**src/rtl/fc_ctrl_pkg.sv**
```systemverilog
// fc_ctrl_pkg -- shared types and width helpers for the fully-connected layer
// controller.
//   fc_ctrl_state_t : controller FSM states (load words, bias fetch, bias add,
//                     drain results)
//   addr_w(h)       : weight/bias ROM address width for h input words (+1 bias slot)
//   idx_w(l)        : neuron index width for l neurons (min 1 bit)
package fc_ctrl_pkg;

   typedef enum logic [1:0] {
      S_LOAD  = 2'd0,
      S_BIAS  = 2'd1,
      S_ADD   = 2'd2,
      S_DRAIN = 2'd3
   } fc_ctrl_state_t;

   function automatic int addr_w(input int h);
      return $clog2(h + 1);
   endfunction

   function automatic int idx_w(input int l);
      return (l > 1) ? $clog2(l) : 1;
   endfunction

endpackage

```
**src/rtl/fc_layer_ctrl_drain.sv**
```systemverilog
// fc_drain_mux -- result serializer datapath for fc_layer_ctrl.
// Selects one neuron sum by index, optionally clamps negatives to zero, and
// flags the final word of the frame.
//   en    : in  - drain phase active (qualifies last)
//   idx   : in  - neuron index being presented
//   sums  : in  - all neuron results, packed LAYER_HEIGHT x WORD_SIZE
//   data  : out - selected (optionally rectified) word
//   last  : out - en and idx is the final neuron
// Build option: define FC_LAYER_CTRL_RELU_EN to clamp negative sums to 0.
module fc_drain_mux import fc_ctrl_pkg::*; #(
   parameter int WORD_SIZE    = 16,
   parameter int LAYER_HEIGHT = 2
) (
   input  logic                                       en,
   input  logic [idx_w(LAYER_HEIGHT)-1:0]             idx,
   input  logic signed [LAYER_HEIGHT-1:0][WORD_SIZE-1:0] sums,
   output logic signed [WORD_SIZE-1:0]                data,
   output logic                                       last
);

   localparam int IW = idx_w(LAYER_HEIGHT);
   localparam logic [IW-1:0] IDX_LAST = IW'(LAYER_HEIGHT - 1);

   logic [WORD_SIZE-1:0] sel;

   assign sel = sums[idx];

`ifdef FC_LAYER_CTRL_RELU_EN
   assign data = sel[WORD_SIZE-1] ? '0 : sel;
`else
   assign data = sel;
`endif

   assign last = en && (idx == IDX_LAST);

endmodule

```
**src/rtl/fc_layer_ctrl.sv**
```systemverilog
// fc_layer_ctrl -- sequencer for one fully-connected layer.
// Accepts PREVIOUS_LAYER_HEIGHT words per frame, broadcasts each to the neurons
// with a one-cycle-late accumulate strobe, fetches and adds the bias, then
// serializes the LAYER_HEIGHT neuron results downstream.
//   clk_i, reset_i           : clock, synchronous active-high reset
//   data_i/valid_i/ready_o   : upstream word stream
//   neuron_data_o            : registered broadcast word
//   mem_addr_o               : weight/bias ROM address (0..H-1 weights, H = bias)
//   sum_en_o/add_bias_o/acc_clr_o : neuron accumulator controls
//   neuron_sum_i             : neuron results
//   data_o/valid_o/last_o/ready_i : downstream result stream
// Build option: FC_LAYER_CTRL_RELU_EN (rectify results, see fc_drain_mux).
module fc_layer_ctrl import fc_ctrl_pkg::*; #(
   parameter int WORD_SIZE             = 16,
   parameter int PREVIOUS_LAYER_HEIGHT = 4,
   parameter int LAYER_HEIGHT          = 2
) (
   input  logic                                          clk_i,
   input  logic                                          reset_i,
   input  logic signed [WORD_SIZE-1:0]                   data_i,
   input  logic                                          valid_i,
   output logic                                          ready_o,
   output logic signed [WORD_SIZE-1:0]                   neuron_data_o,
   output logic [addr_w(PREVIOUS_LAYER_HEIGHT)-1:0]      mem_addr_o,
   output logic                                          sum_en_o,
   output logic                                          add_bias_o,
   output logic                                          acc_clr_o,
   input  logic signed [LAYER_HEIGHT-1:0][WORD_SIZE-1:0] neuron_sum_i,
   output logic signed [WORD_SIZE-1:0]                   data_o,
   output logic                                          valid_o,
   output logic                                          last_o,
   input  logic                                          ready_i
);

   localparam int AW = addr_w(PREVIOUS_LAYER_HEIGHT);
   localparam int IW = idx_w(LAYER_HEIGHT);
   localparam logic [AW-1:0] CNT_LAST  = AW'(PREVIOUS_LAYER_HEIGHT - 1);
   localparam logic [AW-1:0] ADDR_BIAS = AW'(PREVIOUS_LAYER_HEIGHT);

   fc_ctrl_state_t state;
   logic [AW-1:0]  cnt;
   logic [IW-1:0]  idx;
   logic           sum_en_q;
   logic           clr_q;
   logic           xfer;
   logic           hs;

   // Strobes are gated by reset so the neurons see nothing while reset is held,
   // even in the cycle before the registers have been cleared.
   assign ready_o    = (state == S_LOAD) && !reset_i;
   assign valid_o    = (state == S_DRAIN) && !reset_i;
   assign add_bias_o = (state == S_ADD) && !reset_i;
   assign sum_en_o   = sum_en_q && !reset_i;
   assign acc_clr_o  = clr_q && !reset_i;
   assign mem_addr_o = (state == S_LOAD) ? cnt : ADDR_BIAS;

   assign xfer = valid_i && ready_o;
   assign hs   = valid_o && ready_i;

   always_ff @(posedge clk_i) begin
      if (reset_i) begin
         state         <= S_LOAD;
         cnt           <= '0;
         idx           <= '0;
         neuron_data_o <= '0;
         sum_en_q      <= 1'b0;
         // Held high so the first cycle out of reset clears the accumulators.
         clr_q         <= 1'b1;
      end else begin
         // Weight ROM has one cycle of latency, so accumulate the cycle after
         // the word is latched.
         sum_en_q <= xfer;
         clr_q    <= hs && last_o;
         case (state)
            S_LOAD: begin
               if (xfer) begin
                  neuron_data_o <= data_i;
                  if (cnt == CNT_LAST) begin
                     cnt   <= '0;
                     state <= S_BIAS;
                  end else begin
                     cnt <= cnt + AW'(1);
                  end
               end
            end
            S_BIAS: state <= S_ADD;
            S_ADD:  state <= S_DRAIN;
            S_DRAIN: begin
               if (hs) begin
                  if (last_o) begin
                     idx   <= '0;
                     state <= S_LOAD;
                  end else begin
                     idx <= idx + IW'(1);
                  end
               end
            end
            default: state <= S_LOAD;
         endcase
      end
   end

   fc_drain_mux #(
      .WORD_SIZE    (WORD_SIZE),
      .LAYER_HEIGHT (LAYER_HEIGHT)
   ) u_drain (
      .en   (valid_o),
      .idx  (idx),
      .sums (neuron_sum_i),
      .data (data_o),
      .last (last_o)
   );

endmodule

```
**config.mk**
```make
export PLATFORM = sky130hd
export DESIGN_NAME = fc_layer_ctrl
export DESIGN_NICKNAME = d
export VERILOG_FILES = /design/src/rtl/fc_ctrl_pkg.sv /design/src/rtl/fc_layer_ctrl_drain.sv /design/src/rtl/fc_layer_ctrl.sv
export SDC_FILE = /design/constraint.sdc
export NUM_CORES = 1
export LEC_CHECK = 0
export BUFFER_PORTS_ARGS = -buffer_cell sky130_fd_sc_hd__buf_2
export CAP_MARGIN = 20
export CORE_ASPECT_RATIO = 0.6
export CORE_UTILIZATION = 30
export DETAILED_ROUTE_END_ITERATION = 8
export PLACE_DENSITY = 0.6
export SYNTH_ARGS = -nofsm -noshare
export SYNTH_HDL_FRONTEND = slang
export SYNTH_SLANG_ARGS = --single-unit
```
**constraint.sdc**
```tcl
create_clock -name clk_i -period 1.8 [get_ports clk_i]
set_input_delay 0.36 -clock clk_i [delete_from_list [all_inputs] [get_ports clk_i]]
set_output_delay 0.36 -clock clk_i [all_outputs]
set_load 0.01 [all_outputs]
```
==> flow_summary.json <==
{
  "rows": 17,
  "synth.largest_area_cell": "dfxtp_1",
  "ys_warn_count": 0,
  "die_x_um": 84.7,
  "status": "finished with violations",
  "finalSetupViolations": 0,
  "total_power_mw": 1.38,
  "worstPathCellList": "inv_1 -> ha_2 -> or2b_1 -> buf_2",
  "powerDensity_nw_per_um2": 758,
  "finalCritPeriodShare": 0.950,
  "wl_um": 3200,
  "grtUsageTotal": 0.151,
  "cts_setup_buffers": 0,
  "path_max_fanout": 8,
  "drc": 2,
  "ys_top_cells_by_area": "dfxtp_1 39%, mux2_1 15%, nand2_1 11%, nand3b_1 10%, ha_1 4.1%",
  "max_stage_delay_ps": 320,
  "synth_area_per_cell_um2": 9.19,
  "end_kind": "primary output",
  "drt-vias-per-instance": 4.38,
  "antenna_cells": 0,
  "synth_cells": 134,
  "fill_cells": 389,
  "max_slew.worst_pin.slew_ps": 323,
  "finalClockSkew_ps": 3.62,
  "hold_violations": 0,
  "wl_per_cell_um": 11.7,
  "grt_max_degree": 22,
  "r2r_slack_ps": 490,
  "nNetsFinal": 284,
  "synth.top_cell.area_share": 0.390,
  "synth_seq_cells": 24,
  "violations": "DRC",
  "multi_input_area_um2": 702,
  "die_h_um": 51.6,
  "hpwlAfterDp_um": 2550,
  "vdd_drop_max_uv": 313,
  "hold_class": "in -> reg",
  "cts_tree": "done",
  "yosysSeqAreaShare": 0.390,
  "design.core.area_um2": 3790,
  "synth_nets": 190,
  "ant_nets": 0,
  "r2r-start": "state[0]",
  "arrival_ps": 1350,
  "r2r_cells": 6,
  "maxCapViolations": 0,
  "p_leak_nw": 0.975,
  "max-slew-margin-rel": 0.785,
  "dr.pass1.iters": 6,
  "htreeDepth": 1,
  "root_buffer": "clkbuf_8",
  "mostFrequentLayoutCell": "buf_2",
  "layout-drive-gt1-share": 0.471,
  "dieArea_um2": 4370,
  "min_period_ps": 1710,
  "worst_hold_slack_ps": 271,
  "final_max_slew_viol_count": 0,
  "numCtsBuffers": 3,
  "cts.reportedPaths.clkPinSlew_ps": 90,
  "dp.cells": 270,
  "start_util": 0.325,
  "synth_cell_type_count": 28,
  "tns_ps": 0,
  "startpoint_type": "register",
  "cp.depth": 4,
  "setup.worst_path.end": "mem_addr_o[2]",
  "cts.sinks": 24,
  "crit_required_ps": 1440,
  "fmax_ghz": 0.584,
  "vias": 1201,
  "clk_path_buf_depth": 2,
  "first_global_vias": 1113,
  "rsz0062_at_grt": "false",
  "gp_congestion": 0.686,
  "final_cell_count_no_fill": 274,
  "r2r-end": "cnt[1]",
  "syn_area_um2": 1230,
  "grt.overflow.total": 0,
  "antenna_found_initial": 0,
  "crit_start": "state[0]",
  "syn2layout_area_growth_pct": 47.6,
  "cp_slowest_cell": "dfxtp_1",
  "register_area_um2": 482,
  "drt-initial-drc-count": 43,
  "io_pins": 93,
  "critPathKind": "reg -> out",
  "path_delay_family": "flip-flops",
  "grt_pass1_wl_um": 5220,
  "portBuffers": 92,
  "path_buf_inv": 2,
  "final_cell_mix": "92 x buf_2, 35 x nand2_1, 23 x dfxtp_1, 17 x nand3b_1, 16 x mux2_1",
  "worstSkewPairLatency_ps": 260
}
where the power goes:
part           internal (mW)  switching (mW)  total, mW
combinational          0.155           0.160      0.315
clock                  0.297           0.169      0.466
sequential             0.574          0.0219      0.596
total                   1.03           0.351       1.38
routing by layer:
layer  vias up  GRT usage  wire length [µm]
met5         -          0                 0
met3         2     0.0429               173
met2        27      0.217              1290
met1       541      0.221              1720
li1        631          -                 -
met4         0     0.0339                12
kinds of logic after synthesis:
family / count (synthesis) / share of synthesized area
DFF: 24 / 0.390
adders and majority gates: 4 / 0.0407
AOI/OAI and AO/OA: 7 / 0.0417
xor gates and xnor gates: 1 / 0.00712
buffers and inverters: 10 / 0.0437
and+or+nand+nor: 71 / 0.322
muxes: 17 / 0.154
worst register-to-register path, delay by kind of cell, from the launching register on:
family | cells | cell delay (ps)
AOI/OAI and AO/OA | 1 | 70
and+or+nand+nor | 2 | 260
DFF | 1 | 340
adders and majority gates | 1 | 250
buffers and inverters | 2 | 290
what timing repair did:
| action | 4_1_cts | 5_1_grt |
|---|---|---|
| gates resized for setup | 0 | 3 |
| setup endpoints to repair | 0 | 2 |
| hold buffers | 0 | 0 |
stage by stage:
step / instance area, µm² / util / setup slack [ps]
after floorplan: 1230 / - / 376
after global placement: 1740 / 0.459 / 335
after detailed placement: 1740 / 0.459 / 315
after CTS: 1810 / 0.478 / 12.6
after global routing: 1820 / 0.480 / 25.3
final: 1820 / 0.480 / 89.1
sequential cells by signal, summed over array words and instances (netlist names):
name and cells:
neuron_data_o 16, cnt 3, state 2, clr_q 1, idx 1, sum_en_q 1
synthesized netlist by cell type (all sizes together):
cell / instances
nand2: 36
dfxtp: 24
nand3b: 18
mux2: 16
buf: 5
nor2b: 5
ha: 4
nand2b: 4
a21oi: 3
and2: 3
a211oi: 2
clkbuf: 2
inv: 2
a22o: 1
a31o: 1
clkinv: 1
mux2i: 1
nand3: 1
nand4bb: 1
nor2: 1
or2b: 1
or3b: 1
xor2: 1
worst min path at each step:
stage	endpoint	from	slack, ps	depth (start not counted)
CTS	neuron_data_o[9]	data_i[9]	270	3
floorplan	cnt[2]	cnt[2]	440	2
global route	neuron_data_o[9]	data_i[9]	260	3
finish	neuron_data_o[12]	data_i[12]	270	3
detailed placement	neuron_data_o[5]	neuron_data_o[5]	460	2
global placement	neuron_data_o[7]	neuron_data_o[7]	460	2
cell type report:
class                           count  area share
Multi-Input combinational cell    100       0.386
Timing Repair Buffer               96       0.270
Sequential cell                    24       0.265
Tap cell                           47      0.0324
Clock buffer                        3      0.0227
Clock inverter                      1      0.0165
Inverter                            3     0.00689
Note: power is estimated with default switching activity, not from simulation.
